[src/rtl/host_mmio_pkg.sv]
// host_mmio_pkg
// Shared definitions for the host MMIO monitor. It holds the register offsets
// inside the MMIO window, the window size, the exit code reported on a
// watchdog timeout, the run-state enum and a width helper used for
// parameter-derived signal widths.
package host_mmio_pkg;

  // Register offsets relative to BASE.
  localparam logic [31:0] OFS_PUTC0    = 32'h0000_001C;  // legacy alias of PUTC(0)
  localparam logic [31:0] OFS_EXIT     = 32'h0000_002C;
  localparam logic [31:0] OFS_CHAN     = 32'h0000_0100;  // PUTC(n) at OFS_CHAN + 4n
  localparam logic [31:0] WIN_SIZE     = 32'h0000_0200;  // claimed window [BASE, BASE+WIN_SIZE)

  localparam logic [31:0] EXIT_TIMEOUT = 32'hFFFF_FFFF;

  typedef enum logic [1:0] {
    RUN   = 2'd0,
    DRAIN = 2'd1,
    DONE  = 2'd2
  } state_e;

  // Widths that come from $clog2 can collapse to 0 (NCHAN=1) or be too
  // narrow for a comfortable counter; this clamps them to a floor.
  function automatic int unsigned width_at_least(input int unsigned w,
                                                 input int unsigned floor_w);
    return (w < floor_w) ? floor_w : w;
  endfunction

endpackage

[src/rtl/sync_fifo.sv]
// sync_fifo
// Single-clock FIFO with flop storage and a combinational read of the head
// entry. Pointers carry one extra MSB so that full and empty are
// distinguishable without a separate counter. The read port shows zero while
// the FIFO is empty, so the unreset storage never leaks to the outputs.
//
// Ports:
//   clk, resetb : clock, synchronous active-low reset
//   push, wdata : write request and data; ignored when full unless popping
//   pop         : remove the head entry; ignored when empty
//   rdata       : head entry (zero while empty)
//   full, empty : occupancy flags
module sync_fifo #(
  parameter int unsigned WIDTH = 8,
  parameter int unsigned DEPTH = 16
) (
  input  logic             clk,
  input  logic             resetb,
  input  logic             push,
  input  logic             pop,
  input  logic [WIDTH-1:0] wdata,
  output logic [WIDTH-1:0] rdata,
  output logic             full,
  output logic             empty
);

  localparam int unsigned AW = $clog2(DEPTH);

  logic [AW:0]      wr_ptr_q, wr_ptr_d;
  logic [AW:0]      rd_ptr_q, rd_ptr_d;
  logic [WIDTH-1:0] mem_q [DEPTH];
  logic [WIDTH-1:0] mem_d [DEPTH];
  logic             do_push;
  logic             do_pop;

  assign empty = (wr_ptr_q == rd_ptr_q);
  assign full  = (wr_ptr_q[AW] != rd_ptr_q[AW]) &&
                 (wr_ptr_q[AW-1:0] == rd_ptr_q[AW-1:0]);

  // A push into a full FIFO is fine when the head leaves on the same edge:
  // the write lands in the slot being vacated.
  assign do_pop  = pop && !empty;
  assign do_push = push && (!full || do_pop);

  assign rdata = empty ? '0 : mem_q[rd_ptr_q[AW-1:0]];

  always_comb begin
    wr_ptr_d = wr_ptr_q;
    rd_ptr_d = rd_ptr_q;
    mem_d    = mem_q;
    if (do_push) begin
      mem_d[wr_ptr_q[AW-1:0]] = wdata;
      wr_ptr_d = wr_ptr_q + 1'b1;
    end
    if (do_pop) begin
      rd_ptr_d = rd_ptr_q + 1'b1;
    end
  end

  // NOTE: sequential state uses non-blocking assignments so every flop
  // samples the pre-edge values, independent of statement order.
  always_ff @(posedge clk) begin
    if (!resetb) begin
      wr_ptr_q <= '0;
      rd_ptr_q <= '0;
    end else begin
      wr_ptr_q <= wr_ptr_d;
      rd_ptr_q <= rd_ptr_d;
    end
  end

  // NOTE: the storage has no reset; equal pointers already mark it empty
  // and rdata is masked, so clearing it would only add reset fan-out.
  always_ff @(posedge clk) begin
    mem_q <= mem_d;
  end

endmodule

[src/rtl/host_mmio_monitor.sv]
// host_mmio_monitor
// Snoops the core's data-memory write channel and claims writes that fall in
// the MMIO window [BASE, BASE+0x200). Claimed writes never reach the RAM.
// Inside the window it provides an NCHAN-channel character console (buffered
// in a FIFO and drained over valid/ready), an exit register that waits for
// the console to drain before reporting done, a PC-stagnation watchdog and
// an out-of-range write detector for unclaimed writes at or above MEM_TOP.
//
// Ports:
//   clk, resetb            : clock, synchronous active-low reset
//   stall, if_pc           : core stall and fetch PC (watchdog inputs)
//   dmem_wready/waddr/wdata/wstrb : snooped core write channel
//   ram_wready             : write strobe to the RAM, claimed addresses masked
//   out_valid/ready/data/chan : console character stream
//   exit_valid, exit_code  : run finished (sticky) and its code
//   timeout                : watchdog fired (sticky)
//   range_err, err_addr    : illegal write seen (sticky) and its first address
//   drop_cnt               : characters lost to a full FIFO (saturating)
module host_mmio_monitor
  import host_mmio_pkg::*;
#(
  parameter logic [31:0] BASE       = 32'h9000_0000,
  parameter int unsigned NCHAN      = 2,
  parameter int unsigned FIFO_DEPTH = 16,
  parameter int unsigned TIMEOUT    = 100,
  parameter logic [31:0] MEM_TOP    = 32'h0004_0000,
  localparam int unsigned CW        = width_at_least($clog2(NCHAN), 1)
) (
  input  logic          clk,
  input  logic          resetb,
  input  logic          stall,
  input  logic [31:0]   if_pc,
  input  logic          dmem_wready,
  input  logic [31:0]   dmem_waddr,
  input  logic [31:0]   dmem_wdata,
  input  logic [3:0]    dmem_wstrb,
  output logic          ram_wready,
  output logic          out_valid,
  input  logic          out_ready,
  output logic [7:0]    out_data,
  output logic [CW-1:0] out_chan,
  output logic          exit_valid,
  output logic [31:0]   exit_code,
  output logic          timeout,
  output logic          range_err,
  output logic [31:0]   err_addr,
  output logic [15:0]   drop_cnt
);

  localparam int unsigned WDW = width_at_least($clog2(TIMEOUT + 1), 8);
  localparam int unsigned FW  = CW + 8;

  // ---------------------------------------------------------------- decode
  logic [31:0]   ofs;
  logic          in_win;
  logic          hit_chan;
  logic          hit_alias;
  logic          putc_hit;
  logic          exit_hit;
  logic          range_hit;
  logic [CW-1:0] putc_chan;
  logic          unused_wstrb;

  // Console writes are byte-agnostic: the low byte of wdata is the character.
  assign unused_wstrb = ^dmem_wstrb;

  // Unsigned wrap makes addresses below BASE look huge, so one compare
  // covers both ends of the window.
  assign ofs    = dmem_waddr - BASE;
  assign in_win = ofs < WIN_SIZE;

  assign hit_chan  = in_win && (ofs >= OFS_CHAN) &&
                     (ofs < OFS_CHAN + 32'(4 * NCHAN)) && (ofs[1:0] == 2'b00);
  assign hit_alias = (ofs == OFS_PUTC0);
  // OFS_CHAN has no bits in [5:2], so those bits of the offset are n.
  assign putc_chan = hit_alias ? '0 : ofs[2 +: CW];

  assign putc_hit  = dmem_wready && (hit_chan || hit_alias);
  assign exit_hit  = dmem_wready && (ofs == OFS_EXIT);
  assign range_hit = dmem_wready && !in_win && (dmem_waddr >= MEM_TOP);

  assign ram_wready = dmem_wready && !in_win;

  // ------------------------------------------------------------------ state
  state_e      state_q, state_d;
  logic [31:0] exit_code_q, exit_code_d;
  logic        timeout_q, timeout_d;
  logic        range_err_q, range_err_d;
  logic [31:0] err_addr_q, err_addr_d;
  logic [15:0] drop_cnt_q, drop_cnt_d;
  logic [31:0] prev_pc_q, prev_pc_d;
  logic [WDW-1:0] wd_cnt_q, wd_cnt_d;

  logic          wd_fire;
  logic          fifo_push;
  logic          fifo_pop;
  logic          fifo_full;
  logic          fifo_empty;
  logic [FW-1:0] fifo_rdata;

  // ------------------------------------------------------------------- FIFO
  assign fifo_push = putc_hit && (state_q == RUN);
  assign fifo_pop  = out_valid && out_ready;

  sync_fifo #(
    .WIDTH (FW),
    .DEPTH (FIFO_DEPTH)
  ) u_fifo (
    .clk    (clk),
    .resetb (resetb),
    .push   (fifo_push),
    .pop    (fifo_pop),
    .wdata  ({putc_chan, dmem_wdata[7:0]}),
    .rdata  (fifo_rdata),
    .full   (fifo_full),
    .empty  (fifo_empty)
  );

  assign out_valid = !fifo_empty;
  assign out_data  = fifo_rdata[7:0];
  assign out_chan  = fifo_rdata[FW-1:8];

  // --------------------------------------------------------------- watchdog
  assign wd_fire = (state_q == RUN) && (wd_cnt_q == WDW'(TIMEOUT));

  always_comb begin
    prev_pc_d = if_pc;
    wd_cnt_d  = wd_cnt_q;
    if (state_q != RUN || if_pc != prev_pc_q) begin
      wd_cnt_d = '0;
    end else if (!stall) begin
      // Never exceeds TIMEOUT in RUN: the fire moves the FSM out of RUN.
      wd_cnt_d = wd_cnt_q + WDW'(1);
    end
  end

  // -------------------------------------------------------- FSM and flags
  // NOTE: every variable gets a default before any branch, so no path
  // leaves one unassigned and no latch is inferred.
  always_comb begin
    state_d     = state_q;
    exit_code_d = exit_code_q;
    timeout_d   = timeout_q;
    drop_cnt_d  = drop_cnt_q;

    unique case (state_q)
      RUN: begin
        if (exit_hit) begin
          exit_code_d = dmem_wdata;
          state_d     = DRAIN;
        end else if (wd_fire) begin
          timeout_d   = 1'b1;
          exit_code_d = EXIT_TIMEOUT;
          state_d     = DRAIN;
        end
      end
      DRAIN: begin
        if (fifo_empty) state_d = DONE;
      end
      DONE: begin
        state_d = DONE;
      end
      default: begin
        state_d = RUN;
      end
    endcase

    // Only RUN pushes, so writes discarded in DRAIN/DONE never count.
    if (fifo_push && fifo_full && !fifo_pop && drop_cnt_q != 16'hFFFF) begin
      drop_cnt_d = drop_cnt_q + 16'd1;
    end
  end

  always_comb begin
    range_err_d = range_err_q || range_hit;
    err_addr_d  = (range_hit && !range_err_q) ? dmem_waddr : err_addr_q;
  end

  always_ff @(posedge clk) begin
    if (!resetb) begin
      state_q     <= RUN;
      exit_code_q <= '0;
      timeout_q   <= 1'b0;
      range_err_q <= 1'b0;
      err_addr_q  <= '0;
      drop_cnt_q  <= '0;
      prev_pc_q   <= '0;
      wd_cnt_q    <= '0;
    end else begin
      state_q     <= state_d;
      exit_code_q <= exit_code_d;
      timeout_q   <= timeout_d;
      range_err_q <= range_err_d;
      err_addr_q  <= err_addr_d;
      drop_cnt_q  <= drop_cnt_d;
      prev_pc_q   <= prev_pc_d;
      wd_cnt_q    <= wd_cnt_d;
    end
  end

  assign exit_valid = (state_q == DONE);
  assign exit_code  = exit_code_q;
  assign timeout    = timeout_q;
  assign range_err  = range_err_q;
  assign err_addr   = err_addr_q;
  assign drop_cnt   = drop_cnt_q;

endmodule

[config.mk]
export PLATFORM = sky130hd
export DESIGN_NAME = host_mmio_monitor
export DESIGN_NICKNAME = d
export VERILOG_FILES = /design/src/rtl/host_mmio_pkg.sv /design/src/rtl/sync_fifo.sv /design/src/rtl/host_mmio_monitor.sv
export SDC_FILE = /design/constraint.sdc
export NUM_CORES = 1
export LEC_CHECK = 0
export ABC_AREA = 1
export ABC_CLOCK_PERIOD_IN_PS = 3400
export CORE_ASPECT_RATIO = 1.75
export CORE_MARGIN = 10
export CORE_UTILIZATION = 54
export CTS_CLUSTER_SIZE = 8
export DETAILED_ROUTE_END_ITERATION = 8
export PLACE_DENSITY_LB_ADDON = 0.3
export SLEW_MARGIN = 10
export SYNTH_ARGS = -nofsm -noshare
export SYNTH_HDL_FRONTEND = slang
export SYNTH_HIERARCHICAL = 1
export SYNTH_SLANG_ARGS = --single-unit
[constraint.sdc]
create_clock -name clk -period 3.4 [get_ports clk]
set_input_delay 0.68 -clock clk [delete_from_list [all_inputs] [get_ports clk]]
set_output_delay 0.68 -clock clk [all_outputs]
set_load 0.05 [all_outputs]
After elaboration in Yosys (flattened, before gate mapping). Index checks and enable logic that the tools add are counted.

Logic and storage cells: 103. Bits of input ports: 105. Register bits after elaboration: 278. Output and inout bits: 94.

Reductions and logical operators: 35. Bitwise operators: 4. Muxes and demuxes: 14. Add/subtract/negate cells: 5. Eq/ne operators: 12. $lt $le $gt $ge: 7.

Operators with widths (number): bitwise mux 144 bit (1); 2-to-1 mux 32 bit (2); binary-select mux 9 bit (select 4 bit) (1); demux 9 bit (select 4 bit) (1); 2-to-1 mux 9 bit (4); == test 32 x 5 -> 1 bit (second input constant) (1); == test 32 x 6 -> 1 bit (second input constant) (1); greater-or-equal comparator 32 x 19 -> 1 bit (second input constant) (1); greater-or-equal comparator 32 x 9 -> 1 bit (second input constant) (1); < comparator 32 x 10 -> 1 bit (second input constant) (1); < comparator 32 x 9 -> 1 bit (second input constant) (1); != test 32 bit (1); subtractor 32 bit (second input constant) (1); logical AND 1 bit (18); adder 16 x 1 -> 16 bit (second input constant) (1); != test 16 bit (second input constant) (1); adder 5 x 1 -> 5 bit (second input constant) (2); greater-or-equal comparator 5 bit (second input constant) (2); inverter 4 -> 5 bit (2); adder 8 x 1 -> 8 bit (second input constant) (1); == test 8 x 7 -> 1 bit (second input constant) (1); 2-to-1 mux 2 bit (3); one-hot mux 2 bit (3 select lines) (1); == test 5 bit (1); other kinds (16) (27).

Longest topological paths before layout.
Depth in word-level cells: 11. Gate-level depth with buffers: 16. Gate-level depth less buffers: 15.

Hierarchy. Netlist, hierarchy kept.

By module, submodules not included: sync_fifo (cells each 561, instances 1, area an instance 6495.0 um^2, sequential area each 4524.3 um^2); host_mmio_monitor (cells each 749, instances 1, area an instance 5576.6 um^2, sequential area each 2482.4 um^2).

Worst setup path before layout. OpenSTA, ideal clock, no wires.

Path kind: register -> register. Start point: register u_fifo.rd_ptr_q[0]. End point: register u_fifo/mem_q[108] (netlist name) (enable). Arrival time: 2434 ps. Path buffers: 1. Path slack: 592 ps. Setup time: 374 ps. Period minus slack after synthesis: 2808 ps. Stages on the path, launching flop included: 16. Cells stage by stage: dfxtp_1 buf_6 nand2_1 nand2_1 nor2_4 nand3_2 clkinv_1 inv_1 nand2_1 inv_1 inv_1 nand4_4 nand2_4 inv_4 nand2_1 nor2_1.

Longest elaborated chain between the ends: 6. Elaborated cells on any way between the ends: 9. Those cells by class: 2 x eq/ne; 7 x reduce/logical.

RTL lines: start: declaration (line sync_fifo.sv:30) `logic [AW:0] rd_ptr_q, rd_ptr_d;`; start signal: assignment (line sync_fifo.sv:68) `rd_ptr_q <= rd_ptr_d;`; == test 5 bit (line sync_fifo.sv:36) `assign empty = (wr_ptr_q == rd_ptr_q);`; named net fifo_empty (line host_mmio_monitor.sv:98) `logic fifo_empty;`; zero test 1 bit (line host_mmio_monitor.sv:119) `assign out_valid = !fifo_empty;`; named net out_valid (line host_mmio_monitor.sv:38) `output logic out_valid,`; logical AND 1 bit (line host_mmio_monitor.sv:103) `assign fifo_pop = out_valid && out_ready;`; named net fifo_pop (line host_mmio_monitor.sv:96) `logic fifo_pop;`; logical AND 1 bit (line sync_fifo.sv:42) `assign do_pop = pop && !empty;`; logical OR 1 bit (line sync_fifo.sv:43) `assign do_push = push && (!full || do_pop);`; logical AND 1 bit (line sync_fifo.sv:43); end signal: assignment (line sync_fifo.sv:75) `mem_q <= mem_d;`; end: declaration (line sync_fifo.sv:31) `logic [WIDTH-1:0] mem_q [DEPTH];`.

The timed path passes the listed nets, and every way through them passes these cells. A chain may end at the register's enable or synchronous reset.

Worst setup path in the final report.
Start point: register u_fifo.rd_ptr_q[3]. End point: output port out_data[1].

Longest elaborated chain between the ends: 5. Elaborated cells on any way between the ends: 6. Those cells by class: 1 x eq/ne; 4 x mux; 1 x bitwise.

RTL lines: inverter 4 -> 5 bit (implied by the code) (line sync_fifo.sv:45) `assign rdata = empty ? '0 : mem_q[rd_ptr_q[AW-1:0]];`; binary-select mux 9 bit (select 4 bit) (line sync_fifo.sv:45); 2-to-1 mux 9 bit (implied by the code) (2 in a row) (line sync_fifo.sv:45); 2-to-1 mux 9 bit * (line sync_fifo.sv:45); end: declaration (line host_mmio_monitor.sv:40) `output logic [7:0] out_data,`.

Mark *: on every way between the ends. The rest lies on a longest branch, timed or not. The select of a mux whose other input is x is not followed.

==> run metrics <==
Tmin final=3.224 ns; total die area=28970 sq um; CTS tree=done; DIE HEIGHT=217.8 microns; post-layout util=70.23%; vias per cell=about 5.2; most numerous cell in the Yosys netlist=nor2_1; crit path max-delay cell type=nor2_1; sequential power share=47.1%; Adder-Cell Fraction of Synth Area=1.140%; Clock Latency Late Sink=0.52 ns; Sw Ratio=21.97%; cell area after layout=15500 sq um; gr usage total=about 21%; Post-Route WL=around 32000 microns; FMAX=between 300 and 400 MHz; Nets=between 1500 and 2000; DRT iter0 DRCs=653; Leak=0.005963 uW; antenna violations before repair=0; Syn Area/Cell=9.215 sq um; cell taking the most area after synthesis=edfxtp_1; Worst EP required=2.72 ns; post-synthesis sequential area ratio=58.04%; H-tree depth=2; Post-synth top cells=nor2_1, nand2_1, edfxtp_1; max_cap viols=0; post-synthesis compound-gate area fraction=between 10% and 20%; mux share of post-synthesis cell area=0.08292%; global-route wire length before repair=49930 microns; RSZ-0062 raised after global routing=false; XOR/XNOR Fraction of Synth Area=1.596%; Core Area=around 22000 sq um; Synth Net Count=1426; starting density of the core=54.69%; max-slew violation total from the final report=0; Area after DPL=roughly 14000 sq um; Clock Skews=0.01140 ns; combinational family with the most area after synthesis=simple AND/OR/NAND/NOR gates; hold_buf cts=0; ys flop type=edfxtp_1; PwrDens=493.2 nW/um^2; CP Launch Type=register; Worst-Margin Slew=0.8557 ns; Port Buf Inserts=just under 200; largest net degree at the start of global routing=74; Switch Pwr=1679 uW; Clock Root Buffer=clkbuf_16; Reg2Reg Depth=16; Resize count post-CTS=0; postcts setup bufs=0; Area Growth Syn to Fin=28.41%; Crit Path Class=reg -> out; cell area after synthesis=12070 sq um; critical path depth=7; CP cell instances=inv_1 > nor2_1 > nand2_1 > nand2_1 > inv_1 > a21oi_1 > buf_12; Crit. End Element=output pin; via count=9611; Post-route DRC=0; Rel. slew slack=42.95%; largest cells by area after synthesis=edfxtp_1, dfxtp_1, nor2_1, nand2_1, o21ai_0; TritonCTS Buffers=40; internal power=5966 uW; worst min path class=reg -> reg; WHS=0.4468 ns; count of warnings emitted by yosys=6; clk sinks=between 200 and 300; share of post-route cells with drive strength above 1=10.57%; crit path max fanout=12; CTS Buffer Depth=3; I/O pin count=199; part of the power in the clock network=46.0%; Data arrival, critical path=2.54 ns; die span in x=133.0 microns; fin cells=between 1500 and 2000; Placed Cells incl. Taps=1777; Final HPWL DP=22670 microns; asr flop ratio synth=0%; GP Congestion=just under 0.9; simple-gate share of the synthesized area=19.59%; fin crit share=about 95%; status=finished clean; gr ovfl total=0; DR pass1 iterations=5; ANT nets after route=0; WHS Path Cells=2; clock-pin slew on the worst setup and hold paths=~0.05 ns; WL per Instance=roughly 17 microns; Seq cells post-synth=278; Post-Syn Instances=roughly 1300; EDFF count, synth=~140; row count=between 70 and 80; IR drop worst, VDD=0.0004564 V; WP buf/inv=3; final hold vios=0; n_diodes=0; # setup viols final=0; vias in the first global route=9693; Logic pwr share=6.8%; Critical Path Max Stage Delay=about 0.62 ns; CP top delay family=simple AND/OR/NAND/NOR gates; setup TNS=0 ns; post-synthesis cell type count=46; post-synth top area share=around 36%
-- state kept, by name (all words and copies together), names as in the netlist --
name	count
drop_cnt	16
state_q	2
err_addr	32
u_fifo/rd_ptr_q	5
prev_pc_q	32
exit_code	32
u_fifo/mem_q	144
range_err	1
wd_cnt_q	8
timeout	1
u_fifo/wr_ptr_q	5
-- stage by stage --
| step | power [uW] | setup slack (ns) |
|---|---|---|
| 6_report | 7645 | 0.1759 |
| 5_1_grt | 7862 | 0.03666 |
| 4_1_cts | 7703 | 0.1714 |
| 3_5_place_dp | 4189 | 0.2085 |
| 3_3_place_gp | 4177 | 0.2521 |
| 2_1_floorplan | 3934 | 0.5922 |
-- path summary, 6_finish.rpt --
path	startpoint	end	slack [ns]
min reg2reg	err_addr[18]	err_addr[18]	0.45
max reg2reg	u_fifo/rd_ptr_q[3]	u_fifo/mem_q[111]	0.49
max	u_fifo/rd_ptr_q[3]	out_data[1]	0.18
min	err_addr[18]	err_addr[18]	0.45
-- routing by layer --
layer	up-vias	wire length, microns	track usage, %
li1	4747	-	-
met1	4487	10900	20.69
met2	284	17610	40.69
met3	93	1867	5.189
met4	0	1481	11.45
met5	-	0	0
-- worst min-delay path, delay by kind of cell, from the launching register on --
kind | cells | cell delay, ns
buf+inv | 1 | 0.06
compound gates | 1 | 0.04
flops | 1 | 0.30
-- cell families after synthesis --
family | after synthesis
AND/OR/NAND/NOR | 547
flip-flops | 278
AO/OA/AOI/OAI | 254
XOR/XNOR | 22
adder cells (fa/ha/maj) | 11
multiplexers | 1
buffers and inverters | 197
-- area by class of cell --
type	instances	area [sq um]
inverter	145	549.3
multi-input combinational	835	4188
clock buffer	59	1082
tap	296	370.4
fill	1690	6570
sequential	278	7009
timing repair buffer	223	2277
clock inverter	2	25.02
-- power groups by stage --
stage | combinational, uW | clock [uW] | sequential (uW)
finish | 522 | 3520 | 3600
global route | 564 | 3690 | 3600
CTS | 526 | 3570 | 3600
global placement | 513 | 0 | 3660
detailed placement | 522 | 0 | 3670
floorplan | 175 | 0 | 3760
-- cell usage in the layout (no fill, tap or decap), drive strengths merged, types with 4 or more instances in the layout --
cell type / instances
a21oi: 62
xnor2: 10
nand3: 40
a221oi: 4
or2: 5
nor2: 293
xor2: 12
ha: 11
o211ai: 18
clkdlybuf4s50: 182
a22o: 4
edfxtp: 144
nand4: 13
buf: 41
nor3: 20
clkbuf: 59
inv: 144
nand2: 169
dfxtp: 134
o21ai: 158
o22ai: 6
Note: power is estimated with default switching activity, not from simulation.
